File: src/rtl/wb_port_arbiter.sv
// wb_port_arbiter: shares the register-file write port between the in-order
// writeback stage (port A) and a long-latency result port (port B). Port B
// results wait in a small FIFO and drain in idle port-A cycles. A starvation
// timer stalls port A when the FIFO head has been losing for too long.
// Optional performance counters are enabled with `define WB_ARB_PERF_EN.
module wb_port_arbiter #(
  parameter int DATA_WIDTH   = 32,
  parameter int ADDR_WIDTH   = 5,
  parameter int DEPTH        = 2,
  parameter int STARVE_LIMIT = 4
) (
  input  logic                         clk,
  input  logic                         rst,
  input  logic                         a_wen,
  input  logic [ADDR_WIDTH-1:0]        a_rd,
  input  logic [DATA_WIDTH-1:0]        a_data,
  output logic                         a_stall,
  input  logic                         b_valid,
  output logic                         b_ready,
  input  logic [ADDR_WIDTH-1:0]        b_rd,
  input  logic [DATA_WIDTH-1:0]        b_data,
  input  logic [ADDR_WIDTH-1:0]        q_rs1,
  input  logic [ADDR_WIDTH-1:0]        q_rs2,
  output logic                         q_hit1,
  output logic                         q_hit2,
  output logic                         rf_wen,
  output logic [ADDR_WIDTH-1:0]        rf_waddr,
  output logic [DATA_WIDTH-1:0]        rf_wdata,
  output logic [$clog2(DEPTH):0]       fifo_cnt
`ifdef WB_ARB_PERF_EN
  ,
  output logic [31:0]                  perf_conflict_cnt,
  output logic [31:0]                  perf_stall_cnt
`endif
);

  localparam int PW = $clog2(DEPTH);
  localparam int CW = PW + 1;
  // Starvation timer counts down from the limit; zero means the head is owed a slot.
  localparam logic [3:0] STARVE_INIT = 4'(STARVE_LIMIT);

  logic [ADDR_WIDTH-1:0] mem_rd_q   [DEPTH];
  logic [ADDR_WIDTH-1:0] mem_rd_d   [DEPTH];
  logic [DATA_WIDTH-1:0] mem_data_q [DEPTH];
  logic [DATA_WIDTH-1:0] mem_data_d [DEPTH];
  logic [PW-1:0]         ent_off    [DEPTH];
  logic [DEPTH-1:0]      ent_valid;

  logic [PW-1:0]         wr_ptr_q, wr_ptr_d, rd_ptr_q, rd_ptr_d;
  logic [CW-1:0]         cnt_q, cnt_d;
  logic [3:0]            starve_left_q, starve_left_d;
  logic                  rf_wen_q, rf_wen_d;
  logic [ADDR_WIDTH-1:0] rf_waddr_q, rf_waddr_d;
  logic [DATA_WIDTH-1:0] rf_wdata_q, rf_wdata_d;

  logic a_req, head_avail, full, starved, enq, head_win, a_win;

  // Arbitration decision for this cycle.
  always_comb begin
    a_req      = a_wen && (a_rd != '0);
    head_avail = (cnt_q != '0);
    full       = (cnt_q == CW'(DEPTH));
    starved    = (starve_left_q == '0);
    b_ready    = !full;
    enq        = b_valid && !full && (b_rd != '0);
    head_win   = head_avail && (starved || !a_req);
    a_win      = a_req && !(starved && head_avail);
    a_stall    = a_req && starved && head_avail;
  end

  // FIFO, timer and write-port next-state.
  always_comb begin
    mem_rd_d   = mem_rd_q;
    mem_data_d = mem_data_q;
    wr_ptr_d   = wr_ptr_q;
    rd_ptr_d   = rd_ptr_q;
    if (enq) begin
      mem_rd_d[wr_ptr_q]   = b_rd;
      mem_data_d[wr_ptr_q] = b_data;
      wr_ptr_d             = wr_ptr_q + PW'(1);
    end
    if (head_win) begin
      rd_ptr_d = rd_ptr_q + PW'(1);
    end
    cnt_d = cnt_q + CW'(enq) - CW'(head_win);

    // Only a losing, non-empty head burns time; A never wins while the timer is at zero.
    if (head_avail && !head_win) begin
      starve_left_d = starve_left_q - 4'd1;
    end else begin
      starve_left_d = STARVE_INIT;
    end

    rf_wen_d   = a_win || head_win;
    rf_waddr_d = rf_waddr_q;
    rf_wdata_d = rf_wdata_q;
    if (a_win) begin
      rf_waddr_d = a_rd;
      rf_wdata_d = a_data;
    end else if (head_win) begin
      rf_waddr_d = mem_rd_q[rd_ptr_q];
      rf_wdata_d = mem_data_q[rd_ptr_q];
    end
  end

  // Hazard query against live FIFO entries plus the enqueue in flight.
  always_comb begin
    q_hit1 = 1'b0;
    q_hit2 = 1'b0;
    for (int i = 0; i < DEPTH; i++) begin
      ent_off[i]   = PW'(i) - rd_ptr_q;
      ent_valid[i] = ({1'b0, ent_off[i]} < cnt_q);
      if (ent_valid[i] && (mem_rd_q[i] == q_rs1)) q_hit1 = 1'b1;
      if (ent_valid[i] && (mem_rd_q[i] == q_rs2)) q_hit2 = 1'b1;
    end
    if (enq && (b_rd == q_rs1)) q_hit1 = 1'b1;
    if (enq && (b_rd == q_rs2)) q_hit2 = 1'b1;
    q_hit1 = q_hit1 && (q_rs1 != '0);
    q_hit2 = q_hit2 && (q_rs2 != '0);
  end

  // State registers with synchronous reset.
  always_ff @(posedge clk) begin
    if (rst) begin
      for (int i = 0; i < DEPTH; i++) begin
        mem_rd_q[i]   <= '0;
        mem_data_q[i] <= '0;
      end
      wr_ptr_q      <= '0;
      rd_ptr_q      <= '0;
      cnt_q         <= '0;
      starve_left_q <= STARVE_INIT;
      rf_wen_q      <= 1'b0;
      rf_waddr_q    <= '0;
      rf_wdata_q    <= '0;
    end else begin
      mem_rd_q      <= mem_rd_d;
      mem_data_q    <= mem_data_d;
      wr_ptr_q      <= wr_ptr_d;
      rd_ptr_q      <= rd_ptr_d;
      cnt_q         <= cnt_d;
      starve_left_q <= starve_left_d;
      rf_wen_q      <= rf_wen_d;
      rf_waddr_q    <= rf_waddr_d;
      rf_wdata_q    <= rf_wdata_d;
    end
  end

  assign rf_wen   = rf_wen_q;
  assign rf_waddr = rf_waddr_q;
  assign rf_wdata = rf_wdata_q;
  assign fifo_cnt = cnt_q;

`ifdef WB_ARB_PERF_EN
  logic [31:0] perf_conflict_q, perf_conflict_d, perf_stall_q, perf_stall_d;

  // Free-running event counters, wrapping on overflow.
  always_comb begin
    perf_conflict_d = perf_conflict_q + 32'(a_req && head_avail);
    perf_stall_d    = perf_stall_q + 32'(a_stall);
  end

  // Counter registers.
  always_ff @(posedge clk) begin
    if (rst) begin
      perf_conflict_q <= '0;
      perf_stall_q    <= '0;
    end else begin
      perf_conflict_q <= perf_conflict_d;
      perf_stall_q    <= perf_stall_d;
    end
  end

  assign perf_conflict_cnt = perf_conflict_q;
  assign perf_stall_cnt    = perf_stall_q;
`endif

endmodule

File: config.mk
export PLATFORM = sky130hd
export DESIGN_NAME = wb_port_arbiter
export DESIGN_NICKNAME = d
export VERILOG_FILES = /design/src/rtl/wb_port_arbiter.sv
export SDC_FILE = /design/constraint.sdc
export NUM_CORES = 1
export LEC_CHECK = 0
export CAP_MARGIN = 10
export CORE_ASPECT_RATIO = 1.4
export CORE_MARGIN = 2
export CORE_UTILIZATION = 40
export CTS_CLUSTER_SIZE = 16
export DETAILED_ROUTE_END_ITERATION = 10
export PLACE_DENSITY_LB_ADDON = 0.2
export SYNTH_ARGS = -nofsm -noshare
export SYNTH_HDL_FRONTEND = slang
export SYNTH_SLANG_ARGS = --single-unit
File: constraint.sdc
create_clock -name clk -period 2.7 [get_ports clk]
set_input_delay 0.54 -clock clk [delete_from_list [all_inputs] [get_ports clk]]
set_output_delay 0.54 -clock clk [all_outputs]
set_load 0.1 [all_outputs]
# Word-level counts from Yosys, hierarchy flattened
# Cells that the tools add are included.
dict set report op_classes {
  addsub 7
  n_lt_le_gt_ge 5
  eq_ne 7
  mux 22
  bitwise_logic 3
  reduce_logical 32
}
# op count
set op_table {}
lappend op_table {{two-way mux 32 bit} 6}
lappend op_table {{bitwise mux 64 bit} 1}
lappend op_table {{demux 32 bit (select 1 bit)} 1}
lappend op_table {{equality test 5 bit} 6}
lappend op_table {{two-way mux 5 bit} 6}
lappend op_table {{nonzero test 5 bit} 4}
lappend op_table {{logical AND 1 bit} 18}
lappend op_table {{bitwise mux 10 bit} 1}
lappend op_table {{two-way mux 1 bit} 6}
lappend op_table {{demux 5 bit (select 1 bit)} 1}
lappend op_table {{>= comparator 2 bit, second input constant} 2}
lappend op_table {{logical NOT 1 bit} 4}
lappend op_table {{logical NOT 4 bit} 1}
lappend op_table {{less-than comparator 1 x 2 -> 1 bit} 2}
lappend op_table {{inverter 1 -> 2 bit} 2}
lappend op_table {{nonzero test 2 bit} 2}
lappend op_table {{subtractor 4 x 1 -> 4 bit, second input constant} 1}
lappend op_table {{adder 1 bit, second input constant} 2}
lappend op_table {{adder 2 x 1 -> 2 bit} 1}
lappend op_table {{equality test 2 bit, second input constant} 1}
lappend op_table {{logical OR 1 bit} 2}
lappend op_table {{less-than comparator 2 x 1 -> 1 bit, second input constant} 1}
lappend op_table {{OR reduction 2 bit} 1}
lappend op_table {{subtractor 1 bit, first input constant} 2}
lappend op_table {{2 further kinds} 2}
dict set report word_totals {
  reg_bits 120
  out_inout_bits 44
}

# Depth between registers and ports, before layout
# Gate-level depths: netlist of the first run.
dict set report depth {
  depth_word 9
  mapped_depth 11
  depth_no_buf 11
}

# Worst setup path after synthesis of the first run
# Ideal clock, no wire load.
dict set report synth_path {
  path_type {reg2out}
  startpoint {register cnt_q[0], in the netlist fifo_cnt[0]}
  endpoint {output q_hit1}
  t_arrival_ns 4.020
  path_slack_ns -1.860
  stages_incl_launch_ff 6
  path_cell_list {dfxtp_1 -> nand2b_1 -> o211ai_4 -> nor4_1 -> nand3_1 -> a21oi_1}
}
dict set report synth_via {
  elab_chain_len 7
  elab_cells_between_ends 13
  cone_classes {order compare: 2; eq/ne: 1; mux: 3; reduce/logical: 7}
}
# element line_no
set synth_lines {}
lappend synth_lines {{start: declaration} 50} ;# logic [CW-1:0] cnt_q, cnt_d;
lappend synth_lines {{start signal: assignment} 141} ;# cnt_q <= cnt_d;
lappend synth_lines {{equality test 2 bit} 62} ;# full = (cnt_q == CW'(DEPTH));
lappend synth_lines {{logical NOT 1 bit} -}
lappend synth_lines {{named net b_ready} 19} ;# output logic b_ready,
lappend synth_lines {{logical AND 1 bit (2 in a row)} 65} ;# enq = b_valid && !full && (b_rd != '0);
lappend synth_lines {{logical AND 1 bit} 116} ;# if (enq && (b_rd == q_rs1)) q_hit1 = 1'b1;
lappend synth_lines {{two-way mux 1 bit} 116}
lappend synth_lines {{logical AND 1 bit} 118} ;# q_hit1 = q_hit1 && (q_rs1 != '0);
lappend synth_lines {{end: declaration} 24} ;# output logic q_hit1,
# The timed path passes the listed nets, and every way through them passes these cells.

# Worst setup path after layout of the first run
dict set report layout_path {
  startpoint {input q_rs1[3]}
  endpoint {output q_hit1}
}
dict set report layout_via {
  elab_chain_len 6
  elab_cells_between_ends 11
  cone_classes {eq/ne: 3; mux: 3; reduce/logical: 5}
}
# element line_no
set layout_lines {}
lappend layout_lines {{start: declaration} 22} ;# input logic [ADDR_WIDTH-1:0] q_rs1,
lappend layout_lines {{equality test 5 bit} 113} ;# if (ent_valid[i] && (mem_rd_q[i] == q_rs1)) q_hit1 = 1'b1;
lappend layout_lines {{logical AND 1 bit} 113}
lappend layout_lines {{two-way mux 1 bit (2 in a row)} 113}
lappend layout_lines {{two-way mux 1 bit} 116}
lappend layout_lines {{logical AND 1 bit (*)} 118}
# Every way passes the cells marked *; elsewhere a longest branch is shown, timed or not.

==> results of run 1 <==
[state kept, by name, summed over array words and instances (netlist names)]
name,flops
rd_ptr_q,1
mem_data_q,64
fifo_cnt,2
rf_waddr,5
rf_wdata,32
starve_left_q,4
rf_wen,1
wr_ptr_q,1
mem_rd_q,10
[per-stage QoR]
| step | area [um2] | setup WS (ps) | util (%) | setup TNS [ps] |
|---|---|---|---|---|
| after CTS | 7320 | 37.4 | 57.6 | 0 |
| after global routing | 7330 | 0.0568 | 57.7 | 0 |
| after global placement | 6780 | -108 | 53.4 | -209 |
| after detailed placement | 6780 | -163 | 53.4 | -279 |
| after floorplan | 5210 | 41.9 | - | 0 |
| final | 7330 | 58.4 | 57.7 | 0 |
[worst reg2reg max path: stages (launching register included)]
cell and delay (ps):
dfxtp_1 310, inv_1 60, ha_1 170, or3b_2 540
o211a_1 190, nor2_2 140, ha_1 250, inv_1 60
ha_1 140, xor2_1 170, xnor2_1 140, nor2_1 50
[worst min-delay path by stage]
stage                     startpoint                to  slack (ps)  depth (start not counted)
floorplan           starve_left_q[0]  starve_left_q[0]         410                          1
global placement    starve_left_q[0]  starve_left_q[0]         420                          1
detailed placement  starve_left_q[0]  starve_left_q[0]         440                          1
CTS                              rst  starve_left_q[2]         440                          3
global route        starve_left_q[0]  starve_left_q[0]         460                          1
finish              starve_left_q[0]  starve_left_q[0]         440                          1
[kinds of logic (layout without fill, tap and decap cells)]
| kind of cell | count (synthesis) | count (layout) | synth area share, % |
|---|---|---|---|
| and+or+nand+nor | 227 | 227 | 17.9 |
| AOI/OAI and AO/OA | 158 | 158 | 17.1 |
| DFF | 120 | 120 | 46.6 |
| buffers and inverters | 48 | 206 | 4.54 |
| muxes | 37 | 37 | 7.18 |
| xor gates and xnor gates | 35 | 35 | 5.94 |
| adders and majority gates | 3 | 3 | 0.728 |
| other | 0 | 1 | 0 |
[cell usage after synthesis (2+ instances only)]
cell type | number | share of area (%)
o21ai_0 | 48 | 4.7
nor3_1 | 4 | 0.39
a21oi_1 | 79 | 7.7
clkbuf_1 | 27 | 2.0
xor2_1 | 19 | 3.2
buf_6 | 5 | 1.1
nand2_1 | 187 | 14
a211oi_1 | 6 | 0.87
dfxtp_1 | 120 | 47
mux2i_1 | 37 | 7.2
nor2_1 | 13 | 0.95
a31oi_1 | 2 | 0.24
nor4_1 | 4 | 0.49
nand3_1 | 3 | 0.29
ha_1 | 3 | 0.73
buf_2 | 7 | 0.68
xnor2_1 | 16 | 2.7
buf_4 | 2 | 0.29
or4_1 | 3 | 0.44
inv_1 | 6 | 0.44
a22oi_1 | 12 | 1.7
nand2b_1 | 4 | 0.49
o22ai_1 | 6 | 0.73
[per-layer routing]
layer	vias up	share of wire, %	GRT usage, %
met2	144	54	42.0
li1	2416	-	-
met4	0	2.7	9.16
met5	-	0	0
met1	2316	38	24.3
met3	22	5.8	5.06
[layout make-up]
class	count	area (um2)
Sequential cell	120	2410
Fill cell	1182	5360
Clock inverter	9	53.8
Tap cell	153	191
Timing Repair Buffer	169	1560
Multi-Input combinational cell	460	2630
Antenna cell	1	2.50
Inverter	6	22.5
Clock buffer	22	454
[report_power, final]
group          internal (mW)  switching (mW)  total [mW]
combinational          0.801            1.75        2.55
sequential              2.02           0.163        2.18
clock                   1.18           0.748        1.93
total                   4.00            2.66        6.66
[repair_timing]
item	CTS	global route
buffers inserted	1	0
resized for setup	11	3
endpoints found under the setup margin	2	2
cloned	0	0
pin swaps	8	1
==> flow_metrics.env, run 1 <==
export IMPL_status="finished clean"
export IMPL_max_cap_violations=0
export IMPL_synthCells=628
export IMPL_powerDensity_nw_per_um2=909
export IMPL_place_congestion=0.847
export IMPL_maxSlewViolCount=0
export IMPL_reg2reg_depth=11
export IMPL_timing_worst_setup_path_type="input port to primary output"
export IMPL_syn_avg_cell_area_um2=8.21
export IMPL_dr_pass1_iters=4
export IMPL_max_slew_margin_pct=24.2
export IMPL_dp_hpwl_mm=11.0
export IMPL_worstReg2RegStart="starve_left_q[0]"
export IMPL_drc_errors=0
export IMPL_numCtsBuffers=17
export IMPL_synthDistinctLibCells=38
export IMPL_synth_fp_nets=719
export IMPL_worst_path_buf_inv=2
export IMPL_grt_pass1_wl_mm=24.5
export IMPL_drt_iter0_drc=155
export IMPL_slowest_stage="clkdlybuf4s50_1"
export IMPL_reg2reg_slack_ps=350
export IMPL_start_util_pct=40.6
export IMPL_synth_seq_cells=120
export IMPL_grt_pass1_vias=4958
export IMPL_cts_root_buffer="clkbuf_16"
export IMPL_finalCritPeriodShare_pct=97.8
export IMPL_period_minus_slack_ps=2640
export IMPL_regToRegEndpoint="fifo_cnt[1]"
export IMPL_die_w_um=100
export IMPL_htreeDepth=4
export IMPL_layout_common_cells="187 x nand2_1, 116 x dfxtp_1, 79 x clkdlybuf4s50_1"
export IMPL_worst_ep_required_time_ps=2160
export IMPL_clock_latency_ps=410
export IMPL_mostFrequentLayoutCell="nand2_1"
export IMPL_ys_flop_type="dfxtp_1"
export IMPL_num_rows=49
export IMPL_grt_ovfl_total=0
export IMPL_yosys_warnings=0
export IMPL_ios=132
export IMPL_cp_startpoint="q_rs1[3]"
export IMPL_cts_tree="yes"
export IMPL_fin_skew_ps=11.6
export IMPL_path_depth=6
export IMPL_grt_max_degree=51
export IMPL_critPathMaxStageDelay_ps=510
export IMPL_postRouteAntennaNets=0
export IMPL_coreArea_um2=12700
export IMPL_worst_pin_slew_ps=1130
export IMPL_area_growth_syn_to_layout_pct=42.1
export IMPL_synth_area_um2=5160
export IMPL_peakVddDrop_mv=0.542
export IMPL_place_inst=907
export IMPL_hold_path_class="register to register"
export IMPL_cts_hold_buf=0
export IMPL_cp_end_kind="primary output"
export IMPL_hold_ws_ps=440
export IMPL_hold_viol_final=0
export IMPL_synth_seq_area_share_pct=46.6
export IMPL_drt_wirelength_per_cell_um=16.3
export IMPL_final_cells=940
export IMPL_die_area_um2=13800
export IMPL_die_height_um=138
export IMPL_crit_family="buffers and inverters"
export IMPL_finalSetupViolCount=0
export IMPL_synthArstFlopShare_pct=0
export IMPL_clkSlewWorstSetupHoldPaths_ps=50
export IMPL_worstPathMaxFanout=4
export IMPL_start_kind="input port"
export IMPL_crit_chain="clkdlybuf4s50_1 -> xor2_1 -> nor4_2 -> nand3_1 -> a21oi_4 -> buf_12"
export IMPL_crit_end="q_hit1"
export IMPL_drt_wl_total_mm=15.3
export IMPL_numClockSinks=120
export IMPL_clk_path_buf_depth=2
export IMPL_avgViaCountPerCell=5.21
export IMPL_p_leak_nw=2.81
export IMPL_fmax_ghz=0.379
export IMPL_synth_edff_count=0
export IMPL_nets=865
export IMPL_port_buffers=131
export IMPL_arrival_ps=2100
export IMPL_vias=4898
export IMPL_rsz0062_at_grt="false"
export IMPL_p_total_mw=6.66
export IMPL_grt_use_total_pct=22.6
export IMPL_layout_drive_gt1_share_pct=16.9
export IMPL_antenna_found_initial=1
No activity file was read; power rests on OpenSTA's default activity.
==> inputs of run 2 (changes only) <==
--- a/config.mk
+++ b/config.mk
@@ -17 +17,2 @@
 export SYNTH_SLANG_ARGS = --single-unit
+export TNS_END_PERCENT = 5
==> constraint.sdc (replaced) <==
create_clock -name clk -period 2.7 [get_ports clk]
set_input_delay 0.405 -clock clk [delete_from_list [all_inputs] [get_ports clk]]
set_output_delay 0.405 -clock clk [all_outputs]
set_load 0.1 [all_outputs]
==> flow_metrics.env, run 2 (same netlist as run 1, synthesis figures left out) <==
export IMPL_start_kind="input port"
export IMPL_clkSlewWorstSetupHoldPaths_ps=50
export IMPL_clkPwrFrac_pct=34.6
export IMPL_start_util_pct=40.6
export IMPL_coreArea_um2=12700
export IMPL_max_cap_violations=0
export IMPL_ios=132
export IMPL_sequentialPowerShare_pct=30.2
export IMPL_clock_latency_ps=400
export IMPL_period_minus_slack_ps=2600
export IMPL_cts_resized=0
export IMPL_finalCritPeriodShare_pct=96.2
export IMPL_regToRegEndpoint="fifo_cnt[1]"
export IMPL_rsz0062_at_grt="false"
export IMPL_port_buffers=131
export IMPL_fmax_ghz=0.385
export IMPL_post_cts_setup_buffers=0
export IMPL_grt_ovfl_total=0
export IMPL_drt_iter0_drc=211
export IMPL_critPathMaxStageDelay_ps=510
export IMPL_crit_chain="clkdlybuf4s50_1 -> xor2_1 -> or4_1 -> nor3_1 -> a31oi_1 -> a21oi_4 -> buf_12"
export IMPL_cts_hold_buf=0
export IMPL_worst_ep_required_time_ps=2300
export IMPL_powerDensity_nw_per_um2=976
export IMPL_reg2reg_slack_ps=320
export IMPL_worstReg2RegStart="starve_left_q[0]"
export IMPL_worst_pin_slew_ps=1060
export IMPL_clk_path_buf_depth=2
export IMPL_cts_tree="yes"
export IMPL_layout_drive_gt1_share_pct=15.5
export IMPL_p_leak_nw=2.81
export IMPL_reg2reg_depth=11
export IMPL_drc_errors=0
export IMPL_arrival_ps=2190
export IMPL_maxSlewViolCount=0
export IMPL_diodes=0
export IMPL_slowest_stage="or4_1"
export IMPL_cp_end_kind="primary output"
export IMPL_cts_root_buffer="clkbuf_16"
export IMPL_peakVddDrop_mv=0.581
export IMPL_vias=4798
export IMPL_place_inst=897
export IMPL_timing_worst_setup_path_type="input port to primary output"
export IMPL_numCtsBuffers=17
export IMPL_numClockSinks=120
export IMPL_dr_pass1_iters=4
export IMPL_drt_wl_total_mm=15.2
export IMPL_switching_power_mw=2.69
export IMPL_largest_reg_flops=64
export IMPL_die_area_um2=13800
export IMPL_hold_path_class="input port to register"
export IMPL_grt_use_total_pct=22.3
export IMPL_num_rows=49
export IMPL_swShare_pct=37.3
export IMPL_antenna_found_initial=0
export IMPL_grt_max_degree=39
export IMPL_finalSetupViolCount=0
export IMPL_hold_viol_final=0
export IMPL_mostFrequentLayoutCell="nand2_1"
export IMPL_nets=854
export IMPL_area_growth_syn_to_layout_pct=42.9
export IMPL_die_height_um=138
export IMPL_hold_depth=2
export IMPL_fin_skew_ps=11.8
export IMPL_fin_util_pct=58.1
export IMPL_grt_pass1_vias=4922
export IMPL_place_congestion=0.854
export IMPL_dp_hpwl_mm=10.6
export IMPL_avgViaCountPerCell=5.16
export IMPL_htreeDepth=4
export IMPL_final_cells=929
export IMPL_postRouteAntennaNets=0
export IMPL_max_slew_margin_pct=29.2
export IMPL_p_int_mw=4.51
export IMPL_hold_end="rd_ptr_q"
export IMPL_drt_wirelength_per_cell_um=16.4
export IMPL_grt_pass1_wl_mm=24.2
export IMPL_layout_common_cells="187 x nand2_1, 117 x dfxtp_1, 86 x clkdlybuf4s50_1"
export IMPL_largest_register="mem_data_q"
export IMPL_worstPathMaxFanout=2
export IMPL_pwr_share_comb_pct=35.1
export IMPL_hold_path_startpoint="rst"
export IMPL_finalSetupTns_ps=0
export IMPL_die_w_um=100
export IMPL_status="finished clean"
run 2: final cells by class:
class	count	area, um2
fill	1183	5320
multi-input combinational	460	2590
sequential	120	2410
timing repair buffer	158	1500
clock buffer	20	467
clock inverter	12	195
tap	153	191
inverter	6	22.5
run 2: how the worst max path moves through the flow:
stage / slack, ps / from / to
final: 100 / q_rs2[3] / q_hit2
after global placement: 120 / b_rd[0] / fifo_cnt[1]
after CTS: 100 / q_rs2[3] / q_hit2
after floorplan: 3 / fifo_cnt[0] / q_hit1
after global routing: 60 / q_rs2[3] / q_hit2
after detailed placement: 80 / b_rd[0] / fifo_cnt[1]
run 2: per-stage QoR:
stage | hold WS, ps | instance area (um2) | power [mW] | worst slack [ps]
after floorplan | 413 | 5200 | 3.97 | 2.71
after global placement | 427 | 6710 | 4.71 | 124
after detailed placement | 439 | 6710 | 4.74 | 79.9
after CTS | 387 | 7370 | 7.25 | 99.1
after global routing | 419 | 7370 | 7.50 | 55.8
final | 412 | 7370 | 7.20 | 103
run 2: power by group through the flow:
stage	sequential, mW	clock (mW)	combinational [mW]
final	2.18	2.49	2.53
after floorplan	2.99	0	0.982
after global placement	2.20	0	2.50
after CTS	2.18	2.54	2.54
after global routing	2.21	2.62	2.67
after detailed placement	2.21	0	2.53
run 2: worst max-delay path: cells and delay by family:
family,cells,cell delay [ps]
AND/OR/NAND/NOR,2,700
AO/OA/AOI/OAI,2,300
XOR/XNOR,1,150
buffers and inverters,2,630
run 2: routing by layer:
| metal | up-vias | global-route usage [%] | part of all wire, % |
|---|---|---|---|
| li1 | 2399 | - | - |
| met1 | 2232 | 23.9 | 39 |
| met2 | 144 | 40.9 | 53 |
| met3 | 23 | 5.56 | 5.4 |
| met4 | 0 | 9.37 | 2.4 |
| met5 | - | 0 | 0 |
